<file path="config.mk">
export PLATFORM = sky130hd
export DESIGN_NAME = status_flag_unit
export DESIGN_NICKNAME = d
export VERILOG_FILES = /design/src/rtl/status_flag_unit.sv
export SDC_FILE = /design/constraint.sdc
export NUM_CORES = 1
export LEC_CHECK = 0
export ABC_AREA = 0
export BUFFER_PORTS_ARGS = -buffer_cell sky130_fd_sc_hd__buf_2
export CORE_MARGIN = 2
export CORE_UTILIZATION = 50
export DETAILED_ROUTE_END_ITERATION = 8
export GPL_ROUTABILITY_DRIVEN = 0
export PLACE_DENSITY = 0.81
export SLEW_MARGIN = 10
export SYNTH_ARGS = -nofsm -noshare
export SYNTH_HDL_FRONTEND = slang
export SYNTH_SLANG_ARGS = --single-unit
</file>
<file path="constraint.sdc">
create_clock -name clk_i -period 3.7 [get_ports clk_i]
set_input_delay 0.37 -clock clk_i [delete_from_list [all_inputs] [get_ports clk_i]]
set_output_delay 0.37 -clock clk_i [all_outputs]
set_load 0.05 [all_outputs]
</file>
<file path="src/rtl/status_flag_unit.sv">
// Processor status flags: masked ALU flag write, save/restore LIFO, branch condition evaluation.
// Flag vectors are packed {Z,N,C,V}; the stack is indexed by the registered depth.
module status_flag_unit #(
    parameter int DEPTH  = 4,
    parameter bit BYPASS = 1'b0
) (
    input  logic                         clk_i,
    input  logic                         rst_n_i,
    input  logic                         flag_we_i,
    input  logic [3:0]                   flag_mask_i,
    input  logic                         z_i,
    input  logic                         n_i,
    input  logic                         c_i,
    input  logic                         v_i,
    input  logic                         push_i,
    input  logic                         pop_i,
    input  logic                         err_clr_i,
    input  logic [3:0]                   cond_i,
    output logic                         z_o,
    output logic                         n_o,
    output logic                         c_o,
    output logic                         v_o,
    output logic                         cond_true_o,
    output logic [$clog2(DEPTH+1)-1:0]   depth_o,
    output logic                         full_o,
    output logic                         empty_o,
    output logic                         stack_err_o
);

    localparam int DW = $clog2(DEPTH+1);
    localparam int AW = $clog2(DEPTH);

    logic [3:0]    flags_q, flags_d;
    logic [DW-1:0] depth_q, depth_d;
    logic          err_q, err_d;
    logic          stack_we;
    logic [3:0]    stack_q [DEPTH];
    logic          full_q, empty_q;
    logic [AW-1:0] wr_idx, top_idx;

    function automatic logic cond_eval(input logic [3:0] f, input logic [3:0] cc);
        logic z, n, c, v, r;
        {z, n, c, v} = f;
        r = 1'b0;
        case (cc)
            4'h0: r = z;
            4'h1: r = !z;
            4'h2: r = c;
            4'h3: r = !c;
            4'h4: r = n;
            4'h5: r = !n;
            4'h6: r = v;
            4'h7: r = !v;
            4'h8: r = c & !z;
            4'h9: r = !c | z;
            4'hA: r = (n == v);
            4'hB: r = (n != v);
            4'hC: r = !z & (n == v);
            4'hD: r = z | (n != v);
            4'hE: r = 1'b1;
            default: r = 1'b0;
        endcase
        return r;
    endfunction

    assign full_q  = (depth_q == DW'(DEPTH));
    assign empty_q = (depth_q == '0);
    assign wr_idx  = AW'(depth_q);
    assign top_idx = AW'(depth_q - DW'(1));

    always_comb begin
        flags_d  = flags_q;
        depth_d  = depth_q;
        err_d    = err_q & ~err_clr_i;
        stack_we = 1'b0;
        if (flag_we_i)
            flags_d = (flags_q & ~flag_mask_i) | ({z_i, n_i, c_i, v_i} & flag_mask_i);
        if (push_i && !pop_i) begin
            if (full_q) begin
                err_d = 1'b1;
            end else begin
                stack_we = 1'b1;
                depth_d  = depth_q + DW'(1);
            end
        end
        // A successful pop overrides any same-cycle flag write.
        if (pop_i && !push_i) begin
            if (empty_q) begin
                err_d = 1'b1;
            end else begin
                flags_d = stack_q[top_idx];
                depth_d = depth_q - DW'(1);
            end
        end
    end

    always_ff @(posedge clk_i) begin
        if (!rst_n_i) begin
            flags_q <= '0;
            depth_q <= '0;
            err_q   <= 1'b0;
        end else begin
            flags_q <= flags_d;
            depth_q <= depth_d;
            err_q   <= err_d;
        end
    end

    always_ff @(posedge clk_i) begin
        if (rst_n_i && stack_we)
            stack_q[wr_idx] <= flags_q;
    end

    assign {z_o, n_o, c_o, v_o} = flags_q;
    assign cond_true_o = cond_eval(BYPASS ? flags_d : flags_q, cond_i);
    assign depth_o     = depth_q;
    assign full_o      = full_q;
    assign empty_o     = empty_q;
    assign stack_err_o = err_q;

endmodule

</file>
==> results of run 1 <==
-- cells in the final DEF (no fill, tap or decap), types with 5 or more instances in the layout --
cell	instances
sky130_fd_sc_hd__nand2_1	8
sky130_fd_sc_hd__nor2_1	8
sky130_fd_sc_hd__a211oi_1	5
sky130_fd_sc_hd__mux2i_1	5
sky130_fd_sc_hd__inv_1	7
sky130_fd_sc_hd__nor2b_1	5
sky130_fd_sc_hd__xnor2_1	5
sky130_fd_sc_hd__edfxtp_1	16
sky130_fd_sc_hd__dfxtp_1	8
sky130_fd_sc_hd__buf_2	28
sky130_fd_sc_hd__ha_1	5
-- area by class of cell --
| type | instances | area, sq um |
|---|---|---|
| tap | 30 | 37.5 |
| inverter | 7 | 26.3 |
| clock buffer | 3 | 22.5 |
| sequential | 24 | 641 |
| timing repair buffer | 28 | 140 |
| fill | 210 | 962 |
| multi-input combinational | 77 | 618 |
| clock inverter | 1 | 30.0 |
-- power groups by stage --
stage,sequential [uW],clock (uW),combinational [uW]
5_1_grt,372,202,395
6_report,364,186,366
3_3_place_gp,368,0,357
2_1_floorplan,414,0,234
4_1_cts,364,187,368
3_5_place_dp,370,0,364
-- flip-flops by register name, summed over array words and instances, names as in the netlist --
| register | flops |
|---|---|
| depth_o | 3 |
| flags_q | 4 |
| stack_q | 16 |
| stack_err_o | 1 |
-- how the worst max path moves through the flow --
stage	from	end	slack (ns)	cells past startpoint
finish	flags_q[2]$_SDFF_PN0_	cond_true_o	1.36	5
global route	flags_q[2]$_SDFF_PN0_	cond_true_o	1.20	5
CTS	flags_q[2]$_SDFF_PN0_	cond_true_o	1.35	5
detailed placement	flags_q[2]$_SDFF_PN0_	cond_true_o	1.71	5
global placement	flags_q[2]$_SDFF_PN0_	cond_true_o	1.80	5
floorplan	depth_o[0]$_SDFF_PN0_	depth_o[1]$_SDFF_PN0_	1.27	7
-- through the flow --
| step | hold slack, ns | power (uW) | utilization |
|---|---|---|---|
| after global placement | 0.571 | 726 | 0.590 |
| after CTS | 0.374 | 919 | 0.612 |
| after detailed placement | 0.578 | 735 | 0.590 |
| after global routing | 0.383 | 968 | 0.612 |
| after floorplan | 0.576 | 648 | - |
| final | 0.365 | 916 | 0.612 |
-- worst max-delay path: cells and delay by family, from the launching register on --
family | cells | cell delay, ns
AOI/OAI and AO/OA | 3 | 0.66
xor gates and xnor gates | 1 | 0.13
buffers and inverters | 1 | 0.26
DFF | 1 | 0.61
-- layer usage --
layer | track usage | routed length, microns
met1 | 0.268 | 1180
met2 | 0.351 | 1310
met3 | 0.0188 | 77
met4 | 0.0732 | 27
met5 | 0 | 0
-- cell families after synthesis --
family,share of synthesized area
simple gates,0.137
flops,0.490
compound gates,0.132
buf+inv,0.0373
mux,0.116
xor+xnor,0.0402
fa+ha+maj,0.0478
==> out/results.ini, run 1 <==
[floorplan]
initial_utilization=0.528
rows=18
die_width_microns=55.1
number_of_top_level_design_ports=29
dieArea_sq_um=3040
core-area_sq_um=2480
chipHeight_microns=55.1

[power_and_ir_drop]
power.share.combinational=0.399
switching_power_uw=354
ir_drop_mv=0.348
p_sw_frac=0.386
p_leak_uw=0.000627
internal_power_uw=562
power-per-cell-area_nw_per_um2=605
seq_power_share=0.398
power.share.clock=0.203

[min_path]
worst_hold_start=err_clr_i
hold_depth=4
timing.hold.worst_endpoint=stack_err_o$_SDFF_PN0_
hold_path.class=in -> reg

[synth]
synthMostInstantiatedCell=sky130_fd_sc_hd__edfxtp_1
synth.top_cells.by_area=sky130_fd_sc_hd__edfxtp_1 37%, sky130_fd_sc_hd__dfxtp_1 12%, sky130_fd_sc_hd__mux4_2 6.9%
synth_top_flop_cell=sky130_fd_sc_hd__edfxtp_1
synth-edff-count=16
synth_top_area_cell=sky130_fd_sc_hd__edfxtp_1
ys_types=37
post_synth_most_frequent_cells=16 x sky130_fd_sc_hd__edfxtp_1, 8 x sky130_fd_sc_hd__dfxtp_1, 8 x sky130_fd_sc_hd__nand2_1, 8 x sky130_fd_sc_hd__nor2_1, 7 x sky130_fd_sc_hd__inv_1
syn-instance-count=112
synth_seq_area_share=0.490
asyncSetResetFlopFracSynth=0
yosys_warning_count=0
avgSynthCellArea_sq_um=11.7
post_synthesis_net_count=135
synth_area_sq_um=1310
synth_top_area_share=0.367
flip_flop_and_latch_count_after_synthesis=24

[cells_and_area]
syn_to_final_growth_pct=15.9
final_instance_area_sq_um=1520
layout.cells.non_filler=170
nNetsFinal=164
ratio_of_cells_with_drive_above_1_in_the_final_layout=0.307
insertedDiodeCount=0

[sta]
grt_setup_unrepaired=no
worst_pin_slew_ns=0.571
slew-limit-headroom=0.617
layout_worst_path_cycle_share=0.632
final_critical_path_setup_slack_ns=1.36
hold_violations=0
final-max-slew-violation-count=0
setup_viol=0
skew_ns=0.00336
final.setup.tns_ns=0
fmax_ghz=0.428
final.min_clock_period_ns=2.34

[route]
routed-via-count=955
drt_iter0_drc=11
route.final.wire_length_microns=2600
drt.antenna.violating_nets=0
drt_pre_antenna_iters=4
via_to_cell_ratio=5.62
wl_per_cell_microns=15.3
drc_errors=0

[worst_setup_path]
cp_slowest_stage_delay_ns=0.61
critical_path_class=reg -> out
rr_worst_depth=5
rr_startpoint=depth_o[0]$_SDFF_PN0_
setup_slack_on_the_worst_flop_to_flop_path_ns=1.81
critPathMaxFanout=12
crit_slowest_cell=sky130_fd_sc_hd__dfxtp_1
timing.critical_path.required_ns=3.33
critical_path.startpoint_type=flip-flop
critical_path.reg2reg.endpoint=stack_q[2][1]$_DFFE_PP_
timing.critical_path.to_type=output pin
worst-endpoint-arrival_ns=1.97
cp_cell_sequence=xnor2_1, o221a_2, a211oi_1, a311o_1, buf_2

[global_routing]
grt_pass1_wl_microns=4280
grt_max_degree=15
grt_usage=0.204
first_global_vias=912
grt.overflow.total=0
antenna_found_initial=0

[cts]
clock_tree_from_tritoncts=built
cts.reportedPaths.clkPinSlew_ns=0.13
post-cts-setup-buffers=0
htree_levels=1
cts_max_path_buffers=2
cts_inserted_buffers=3
clk_root_buffer_cell=sky130_fd_sc_hd__clkbuf_4
clock_sinks=24
cts.hold.buffers_added=0
clk_latency_ns=0.31
post_cts.resized_instances=0

[placement]
detailedPlace.worstSlack_ns=1.71
port_buffers=28
placed_cells_incl_taps=166
detailed_place.area_sq_um=1460

[run]
maxCapViolCount=0

[run_status]
outcome=finished, final reports clean

Note: power is estimated with default switching activity, not from simulation.
==> run 2: changes to the inputs <==
--- a/config.mk
+++ b/config.mk
@@ -8,10 +8,10 @@
 export ABC_AREA = 0
 export BUFFER_PORTS_ARGS = -buffer_cell sky130_fd_sc_hd__buf_2
 export CORE_MARGIN = 2
-export CORE_UTILIZATION = 50
+export CORE_UTILIZATION = 48
 export DETAILED_ROUTE_END_ITERATION = 8
 export GPL_ROUTABILITY_DRIVEN = 0
-export PLACE_DENSITY = 0.81
+export PLACE_DENSITY = 0.82
 export SLEW_MARGIN = 10
 export SYNTH_ARGS = -nofsm -noshare
 export SYNTH_HDL_FRONTEND = slang
==> constraint.sdc (replaced) <==
create_clock -name clk_i -period 1.94 [get_ports clk_i]
set_input_delay 0.194 -clock clk_i [delete_from_list [all_inputs] [get_ports clk_i]]
set_output_delay 0.194 -clock clk_i [all_outputs]
set_load 0.05 [all_outputs]
==> out/results.ini, run 2 (synthesis results as in run 1) <==
[route]
via_to_cell_ratio=5.75  ; +2.3%
route.final.wire_length_microns=2700  ; +4.0%
routed-via-count=1000  ; +4.7%
drc_errors=0  ; unchanged
drt.antenna.violating_nets=0  ; unchanged
drt_iter0_drc=19  ; +8
wl_per_cell_microns=15.5  ; +1.6%
drt_pre_antenna_iters=4  ; unchanged

[worst_setup_path]
worst-endpoint-arrival_ns=1.67  ; -0.30 ns
timing.critical_path.to_type=output pin
critPathMaxFanout=8  ; -4
critical_path_class=reg -> out
timing.critical_path.required_ns=1.75  ; -1.58 ns
critical_path.startpoint_type=flip-flop

[power_and_ir_drop]
fin_total_pwr_uw=1800  ; +97%
power.share.clock=0.193  ; -0.010
p_sw_frac=0.376  ; -0.00978
power.share.combinational=0.428  ; +0.029
p_leak_uw=0.000663  ; +5.9%
power-per-cell-area_nw_per_um2=1140  ; +88%
internal_power_uw=1120  ; +100%
seq_power_share=0.379  ; -0.019
ir_drop_mv=0.692  ; +99%
switching_power_uw=678  ; +92%

[run]
maxCapViolCount=0  ; unchanged

[sta]
hold_violations=0  ; unchanged
grt_setup_unrepaired=no
final.min_clock_period_ns=1.87
fmax_ghz=0.536
final-max-slew-violation-count=0  ; unchanged
setup_viol=0  ; unchanged
layout_worst_path_cycle_share=0.962
slew-limit-headroom=0.754  ; +0.137
final.setup.tns_ns=0  ; unchanged
worst_pin_slew_ns=0.368  ; -0.202 ns
final_critical_path_setup_slack_ns=0.0737  ; -1.29 ns
skew_ns=0.00273  ; -0.000631 ns

[min_path]
hold_path.class=in -> reg

[run_status]
outcome=finished, final reports clean

[cts]
clock_tree_from_tritoncts=built
clk_root_buffer_cell=sky130_fd_sc_hd__clkbuf_4
clock_sinks=24  ; unchanged
cts.hold.buffers_added=0  ; unchanged
cts_max_path_buffers=2  ; unchanged
clk_latency_ns=0.30  ; about the same
htree_levels=1  ; unchanged
cts.reportedPaths.clkPinSlew_ns=0.12  ; about the same
cts_inserted_buffers=3  ; unchanged

[cells_and_area]
ratio_of_cells_with_drive_above_1_in_the_final_layout=0.389  ; +0.0817
insertedDiodeCount=0  ; unchanged
area.sequential_sq_um=658  ; +2.7%
layout.cells.most_common_list=27 x sky130_fd_sc_hd__buf_2, 16 x sky130_fd_sc_hd__edfxtp_1, 8 x sky130_fd_sc_hd__nand2_1, 8 x sky130_fd_sc_hd__nor2_1, 7 x sky130_fd_sc_hd__inv_1
multi_input_comb_area_sq_um=628  ; +1.6%
postLayoutCoreUtil=0.627  ; +0.0159
layout.cells.most_common=sky130_fd_sc_hd__buf_2
largest-register=stack_q
max_reg_flops=16  ; unchanged
fillCellCount=200  ; -4.8%
syn_to_final_growth_pct=21.1
nNetsFinal=168  ; +2.4%

[global_routing]
grt_usage=0.179  ; -0.0251
grt_pass1_wl_microns=4310  ; +0.65%
grt.overflow.total=0  ; unchanged
grt_max_degree=15  ; unchanged
first_global_vias=929  ; +1.9%
antenna_found_initial=0  ; unchanged

[floorplan]
dieArea_sq_um=3160  ; +3.9%
rows=18  ; unchanged
chipHeight_microns=56.2  ; +1.9%
initial_utilization=0.518  ; -0.00942
die_width_microns=56.2  ; +1.9%
number_of_top_level_design_ports=29  ; unchanged
core-area_sq_um=2520  ; +1.8%

[placement]
detailedPlace.worstSlack_ns=0.230  ; -1.48 ns
dp_hpwl_microns=2000
port_buffers=28  ; unchanged

run 2: cell types whose count changed in the layout (fill, tap and decap cells not counted), moves of 2 or more:
cell                      previous run  this run
sky130_fd_sc_hd__dfxtp_4             0         4
sky130_fd_sc_hd__dfxtp_2             0         2
sky130_fd_sc_hd__buf_4               0         4
sky130_fd_sc_hd__dfxtp_1             8         2
run 2: timing repair:
action	in CTS	in global routing
pin swaps	0	2
gates resized for setup	6	3
setup buffers	1	1
cloned	0	0
endpoints found under the hold margin	0	0
endpoints found under the setup margin	1	1
run 2: per-stage QoR:
stage | cell area, sq um | cells | hold slack, ns
after floorplan | 1330 | 112 | 0.398
after global placement | 1490 | 168 | 0.516
after detailed placement | 1490 | 168 | 0.515
after CTS | 1570 | 173 | 0.175
after global routing | 1580 | 174 | 0.218
final | 1580 | 174 | 0.184
run 2: worst max-delay path: stages, from the launching register on:
cell	delay [ns]
sky130_fd_sc_hd__dfxtp_2	0.39
sky130_fd_sc_hd__mux2i_1	0.17
sky130_fd_sc_hd__xor2_1	0.18
sky130_fd_sc_hd__a211oi_1	0.10
sky130_fd_sc_hd__a311o_2	0.38
sky130_fd_sc_hd__buf_8	0.16
run 2: routing by layer:
metal,share of wire,routed length (microns),GRT usage,vias to the layer above
li1,-,-,-,479
met1,0.39,1050,0.214,472
met2,0.52,1410,0.319,43
met3,0.063,171,0.0140,6
met4,0.024,65,0.0918,0
met5,0,0,0,-
run 2: layout make-up:
cell class,instances,share of cell area
repair buffers,32,0.114
clock buffers,3,0.0142
well taps,30,0.0237
inverters,7,0.0166
flip-flops and latches,24,0.416
multi-input cells,77,0.397
clock inverters,1,0.0190
run 2: final timing paths:
path / startpoint / endpoint / slack (ns) / cells past startpoint
max: flags_q[1]$_SDFF_PN0_ / cond_true_o / 0.07 / 5
min: err_clr_i / stack_err_o$_SDFF_PN0_ / 0.18 / 4
max reg2reg: depth_o[1]$_SDFF_PN0_ / stack_q[2][0]$_DFFE_PP_ / 0.23 / 5
min reg2reg: flags_q[3]$_SDFF_PN0_ / stack_q[2][3]$_DFFE_PP_ / 0.50 / 0
run 2: power groups by stage:
stage	sequential, uW	combinational (uW)	clock (uW)
finish	682	771	348
global route	695	829	373
CTS	686	755	355
detailed placement	696	731	0
global placement	689	725	0
floorplan	796	467	0
